File: src/rtl/race_controller.sv
// Race sequencer: game tick, start countdown, pause, checkpoint/lap tracking for two cars, winner.
// Optional RACE_TIMER_EN adds a saturating race_time counter of ticks spent in RACE.
module race_controller #(
  parameter int unsigned CLK_FREQ = 100_000_000,
  parameter int unsigned TICK_DIV = CLK_FREQ / 60,
  parameter int unsigned CD_SECS  = 3,
  parameter int unsigned NUM_LAPS = 3,
  parameter int unsigned FIN_X0   = 0,
  parameter int unsigned FIN_X1   = 20,
  parameter int unsigned FIN_Y0   = 100,
  parameter int unsigned FIN_Y1   = 140,
  parameter int unsigned CK_X0    = 140,
  parameter int unsigned CK_X1    = 180,
  parameter int unsigned CK_Y0    = 180,
  parameter int unsigned CK_Y1    = 239
) (
  input  logic        clk,
  input  logic        rst,
  input  logic        start_btn,
  input  logic        pause_btn,
  input  logic [9:0]  p1_x,
  input  logic [9:0]  p1_y,
  input  logic [9:0]  p2_x,
  input  logic [9:0]  p2_y,
  output logic        game_tick,
  output logic [2:0]  state,
  output logic [1:0]  countdown,
  output logic [2:0]  p1_lap,
  output logic [2:0]  p2_lap,
  output logic [1:0]  winner,
  output logic [15:0] race_time
);
  localparam int CW = (TICK_DIV > 1) ? $clog2(TICK_DIV) : 1;
  localparam logic [CW-1:0] TICK_LAST = CW'(TICK_DIV - 1);
  localparam logic [2:0]    LAPS_WIN  = 3'(NUM_LAPS);

  typedef enum logic [2:0] {
    S_IDLE  = 3'd0,
    S_CD    = 3'd2,
    S_RACE  = 3'd4,
    S_PAUSE = 3'd5,
    S_FIN   = 3'd6
  } state_t;

  state_t        state_q, state_d;
  logic [CW-1:0] cnt_q, cnt_d;
  logic          start_q, start_d, pause_q, pause_d;
  logic          start_edge_q, start_edge_d, pause_edge_q, pause_edge_d;
  logic [9:0]    p1x_q, p1x_d, p1y_q, p1y_d, p2x_q, p2x_d, p2y_q, p2y_d;
  logic [1:0]    cd_q, cd_d;
  logic [5:0]    sub_q, sub_d;
  logic [2:0]    p1_lap_q, p1_lap_d, p2_lap_q, p2_lap_d;
  logic          p1_arm_q, p1_arm_d, p2_arm_q, p2_arm_d;
  logic [1:0]    winner_q, winner_d;
  logic          tick;
  logic          p1_done, p2_done;
`ifdef RACE_TIMER_EN
  logic [15:0]   rt_q, rt_d;
`endif

  function automatic logic in_rng(input logic [9:0] v, input logic [9:0] lo, input logic [9:0] hi);
    return (v >= lo) && (v <= hi);
  endfunction

  function automatic logic in_ck(input logic [9:0] x, input logic [9:0] y);
    return in_rng(x, 10'(CK_X0), 10'(CK_X1)) && in_rng(y, 10'(CK_Y0), 10'(CK_Y1));
  endfunction

  function automatic logic in_fin(input logic [9:0] x, input logic [9:0] y);
    return in_rng(x, 10'(FIN_X0), 10'(FIN_X1)) && in_rng(y, 10'(FIN_Y0), 10'(FIN_Y1));
  endfunction

  assign tick    = (cnt_q == '0);
  assign p1_done = (p1_lap_q == LAPS_WIN);
  assign p2_done = (p2_lap_q == LAPS_WIN);

  always_comb begin
    cnt_d        = (cnt_q == TICK_LAST) ? '0 : cnt_q + 1'b1;
    start_d      = start_btn;
    pause_d      = pause_btn;
    start_edge_d = start_btn & ~start_q;
    pause_edge_d = pause_btn & ~pause_q;
    p1x_d        = p1_x;
    p1y_d        = p1_y;
    p2x_d        = p2_x;
    p2y_d        = p2_y;
    state_d      = state_q;
    cd_d         = cd_q;
    sub_d        = sub_q;
    p1_lap_d     = p1_lap_q;
    p2_lap_d     = p2_lap_q;
    p1_arm_d     = p1_arm_q;
    p2_arm_d     = p2_arm_q;
    winner_d     = winner_q;
`ifdef RACE_TIMER_EN
    rt_d         = rt_q;
`endif
    case (state_q)
      S_IDLE: begin
        if (start_edge_q) begin
          state_d  = S_CD;
          cd_d     = 2'(CD_SECS);
          sub_d    = '0;
          p1_lap_d = '0;
          p2_lap_d = '0;
          p1_arm_d = 1'b0;
          p2_arm_d = 1'b0;
          winner_d = '0;
`ifdef RACE_TIMER_EN
          rt_d     = '0;
`endif
        end
      end
      S_CD: begin
        if (tick) begin
          if (sub_q == 6'd59) begin
            sub_d = '0;
            if (cd_q == 2'd1) begin
              state_d = S_RACE;
              cd_d    = '0;
            end else begin
              cd_d = cd_q - 1'b1;
            end
          end else begin
            sub_d = sub_q + 1'b1;
          end
        end
      end
      S_RACE: begin
        // Pause wins over everything; a finished lap count ends the race one clock after the tick.
        if (pause_edge_q) begin
          state_d = S_PAUSE;
        end else if (p1_done || p2_done) begin
          state_d  = S_FIN;
          winner_d = {p2_done, p1_done};
        end else if (tick) begin
          if (in_ck(p1x_q, p1y_q)) begin
            p1_arm_d = 1'b1;
          end else if (in_fin(p1x_q, p1y_q) && p1_arm_q) begin
            p1_arm_d = 1'b0;
            if (p1_lap_q < LAPS_WIN) p1_lap_d = p1_lap_q + 1'b1;
          end
          if (in_ck(p2x_q, p2y_q)) begin
            p2_arm_d = 1'b1;
          end else if (in_fin(p2x_q, p2y_q) && p2_arm_q) begin
            p2_arm_d = 1'b0;
            if (p2_lap_q < LAPS_WIN) p2_lap_d = p2_lap_q + 1'b1;
          end
`ifdef RACE_TIMER_EN
          if (rt_q != 16'hFFFF) rt_d = rt_q + 1'b1;
`endif
        end
      end
      S_PAUSE: begin
        if (pause_edge_q) state_d = S_RACE;
      end
      S_FIN: begin
        if (start_edge_q) state_d = S_IDLE;
      end
      default: state_d = S_IDLE;
    endcase
  end

  always_ff @(posedge clk) begin
    if (rst) begin
      state_q      <= S_IDLE;
      cnt_q        <= '0;
      start_q      <= 1'b0;
      pause_q      <= 1'b0;
      start_edge_q <= 1'b0;
      pause_edge_q <= 1'b0;
      p1x_q        <= '0;
      p1y_q        <= '0;
      p2x_q        <= '0;
      p2y_q        <= '0;
      cd_q         <= '0;
      sub_q        <= '0;
      p1_lap_q     <= '0;
      p2_lap_q     <= '0;
      p1_arm_q     <= 1'b0;
      p2_arm_q     <= 1'b0;
      winner_q     <= '0;
`ifdef RACE_TIMER_EN
      rt_q         <= '0;
`endif
    end else begin
      state_q      <= state_d;
      cnt_q        <= cnt_d;
      start_q      <= start_d;
      pause_q      <= pause_d;
      start_edge_q <= start_edge_d;
      pause_edge_q <= pause_edge_d;
      p1x_q        <= p1x_d;
      p1y_q        <= p1y_d;
      p2x_q        <= p2x_d;
      p2y_q        <= p2y_d;
      cd_q         <= cd_d;
      sub_q        <= sub_d;
      p1_lap_q     <= p1_lap_d;
      p2_lap_q     <= p2_lap_d;
      p1_arm_q     <= p1_arm_d;
      p2_arm_q     <= p2_arm_d;
      winner_q     <= winner_d;
`ifdef RACE_TIMER_EN
      rt_q         <= rt_d;
`endif
    end
  end

  assign game_tick = tick;
  assign state     = state_q;
  assign countdown = cd_q;
  assign p1_lap    = p1_lap_q;
  assign p2_lap    = p2_lap_q;
  assign winner    = winner_q;
`ifdef RACE_TIMER_EN
  assign race_time = rt_q;
`else
  assign race_time = 16'd0;
`endif
endmodule
File: config.mk
export PLATFORM = sky130hd
export DESIGN_NAME = race_controller
export DESIGN_NICKNAME = d
export VERILOG_FILES = /design/src/rtl/race_controller.sv
export SDC_FILE = /design/constraint.sdc
export NUM_CORES = 1
export LEC_CHECK = 0
export ABC_CLOCK_PERIOD_IN_PS = 2210
export CORE_MARGIN = 3
export CORE_UTILIZATION = 40
export DETAILED_ROUTE_END_ITERATION = 8
export DONT_BUFFER_PORTS = 1
export PLACE_DENSITY_LB_ADDON = 0.1
export SYNTH_ARGS = -nofsm -noshare
export SYNTH_HDL_FRONTEND = slang
export SYNTH_SLANG_ARGS = --single-unit
File: constraint.sdc
create_clock -name clk -period 2.21 [get_ports clk]
set_input_delay 0 -clock clk [delete_from_list [all_inputs] [get_ports clk]]
set_output_delay 0 -clock clk [all_outputs]
set_load 0.005 [all_outputs]
==> results.toml <==
[worst_setup_path]
end_kind = "flop"
crit_type = "flop to flop"
crit_fanout = 3
cp.arrival_ps = 2490
setup.worst_path.start_class = "flop"
worstPathRequired_ps = 2500

[finish]
multi_input_area_mm2 = 0.00194
regArea_mm2 = 0.00173
areaGrowthSynthToFinish_pct = 28.2
fillers = 817
nets = 547
final_util = 0.538
drive_gt1_frac = 0.170
fin_area_mm2 = 0.00478
n_antenna_cell = 0
stdcell_count = 607

[synth]
seq_area_frac_synth = 0.461
avgSynthCellArea_um2 = 9.03
async_reset_ff_frac = 0
ys_warn_count = 0
syn_inst = 413
synth_seq_cells = 86
synth_cell_types = 55
synth.cell_area_mm2 = 0.00373
ys.flop_type = "dfxtp_1"
synth_edf_count = 0

[floorplanning]
die_area_mm2 = 0.0105
start_util = 0.420
ios = 74
core_area_mm2 = 0.00889
die_h_um = 103
placementRows = 34
die_x_um = 103

[timing]
relSlewSlack = 0.642
fin_crit_ps = 2200
rsz0062_at_grt = "yes"
whs_ps = 27.4
setup_violations = 0
finalMaxSlewViolations = 0
hold_viol_final = 0
fin_ws_ps = 10.6
period_share = 0.995
tns_ps = 0
skew_ps = 9.67
fmax_ghz = 0.455
worst_slew_pin_slew_ps = 537

[clock_tree]
h-tree-depth = 3
clk_pin_slew_ps = 80
cts_buffers = 9
cts_buffer_depth = 2
root_buffer = "clkbuf_8"
insertion_delay_ps = 360
clock-sinks = 86
cts_tree = "built"

[grt]
met3_usage = 0.0575
gr-usage-met1 = 0.206
grt_max_degree = 58
grt-busiest-layer = "met2"
grt_overflow = 0
antenna_found_initial = 0
use_met2 = 0.268
grt_pass1_wl_um = 13400
grt_use_total = 0.163
grt_pass1_vias = 2851

[drt]
viasPerCell = 4.83
postRouteAntennaNets = 0
routed_wl_um = 8110
route.detailed.drc = 0
avgRoutedWirePerCell_um = 13.4
drt_pre_antenna_iters = 4
vias = 2932
drt_iter0_markers = 75

[placement]
io_buffers = 0
gp_congestion = 0.810
place_area_mm2 = 0.00399
hpwlAfterDp_um = 5500
dp.cells = 539
post-place-ws_ps = -45.3

[pwr]
vdd_drop_max_mv = 0.397
power_mw = 2.90
power.leakage_nw = 1.86
powerDensity_mw_per_mm2 = 606

[flow_run]
drv_cap = 0

[min_path]
hold_path_class = "input pin to flop"

[status]
status = "complete, no violations"
==> cells in the mapped netlist, types with 2 or more instances <==
cell / number / area [um2]
o21ai_2: 4 / 35.0
nor4b_1: 4 / 35.0
xnor2_1: 11 / 96.3
a21oi_1: 11 / 55.1
ha_1: 9 / 113
a2111o_1: 2 / 22.5
buf_2: 2 / 10.0
or3_1: 2 / 12.5
a211o_1: 2 / 17.5
nand4_1: 7 / 43.8
or2_2: 4 / 25.0
nor3b_1: 2 / 15.0
o21ai_0: 5 / 25.0
o21ai_1: 4 / 20.0
clkbuf_1: 11 / 41.3
nor3_1: 11 / 55.1
and3_1: 4 / 25.0
nand3b_1: 2 / 15.0
nand2_1: 32 / 120
inv_1: 9 / 33.8
buf_4: 16 / 120
xor2_1: 14 / 123
o211ai_1: 3 / 22.5
dfxtp_1: 86 / 1720
or4_1: 4 / 30.0
nor4_1: 5 / 31.3
nor2_1: 52 / 195
nand3_1: 19 / 95.1
nor4_2: 3 / 37.5
nor2b_1: 48 / 300
==> area by class of cell <==
| cell class | count | share of cell area |
|---|---|---|
| repair buffers | 85 | 0.161 |
| clock buffers | 9 | 0.0259 |
| multi-input cells | 303 | 0.406 |
| flip-flops and latches | 86 | 0.361 |
| well taps | 108 | 0.0283 |
| clock inverters | 7 | 0.00994 |
| inverters | 9 | 0.00706 |
==> flip-flops by register name, summed over array words and instances (netlist names), 2 cells and up <==
| name | cells |
|---|---|
| cnt_q | 21 |
| p1x_q | 10 |
| p1y_q | 10 |
| p2x_q | 10 |
| p2y_q | 10 |
| sub_q | 6 |
| p1_lap | 3 |
| p2_lap | 3 |
| state | 3 |
| countdown | 2 |
| winner | 2 |
==> what timing repair did <==
action / 4_1_cts / 5_1_grt
endpoints found under the hold margin: 62 / 0
buffers inserted: 3 / 0
pin swaps: 8 / 6
gates resized for setup: 17 / 5
hold buffers: 49 / 0
setup endpoints to repair: 4 / 11
==> path summary, 6_finish.rpt <==
path / startpoint / endpoint / slack, ps / cells after the start
max reg2reg: p2_lap[1] / p1_lap[1] / 10 / 7
min: rst / p1_lap[1] / 30 / 5
min reg2reg: start_q / start_edge_q / 380 / 1
max: p2_lap[1] / p1_lap[1] / 10 / 7
==> worst max-delay path, cell delays in order, from the launching register on <==
cell and delay [ps]:
dfxtp_2 340, ha_4 160, ha_4 150, or2_4 240, or4_4 540, or3b_4 400
nand2b_4 170, o21ai_2 140
==> placed cells by master (no fill, tap or decap), types with 3 or more instances in the layout <==
master and instances:
nand4_1 7, or4_1 4, nor2b_1 48, o21ai_0 5, nand2_1 31, buf_4 36
dfxtp_2 5, dfxtp_1 81, o21ai_1 4, dlygate4sd3_1 48, or2_2 3, o21ai_2 4
xnor2_1 11, nand3_1 18, clkbuf_8 9, a21oi_1 11, nor2_1 52, nor4b_1 4
xor2_1 14, nor3_1 10, inv_1 7, ha_4 5, o211ai_1 3, nor4_1 5
clkinv_2 3, conb_1 16, and3_1 4, ha_1 4
==> routing by layer <==
| layer | share of wire | vias up |
|---|---|---|
| met5 | 0 | - |
| met4 | 0.011 | 0 |
| met3 | 0.057 | 9 |
| met2 | 0.48 | 73 |
| met1 | 0.45 | 1314 |
| li1 | - | 1536 |
==> cells by family after synthesis <==
kind of cell               share of synthesized area
adders and majority gates                     0.0302
DFF                                            0.461
muxes                                        0.00570
other                                        0.00101
AOI/OAI and AO/OA                             0.0848
and+or+nand+nor                                0.300
buffers and inverters                         0.0580
xor gates and xnor gates                      0.0587
==> power by group <==
group / internal, mW / switching (mW) / total, mW
clock: 0.410 / 0.569 / 0.979
sequential: 1.60 / 0.0300 / 1.63
combinational: 0.155 / 0.132 / 0.287
total: 2.17 / 0.731 / 2.90
Power figures use the tool's default switching activity.
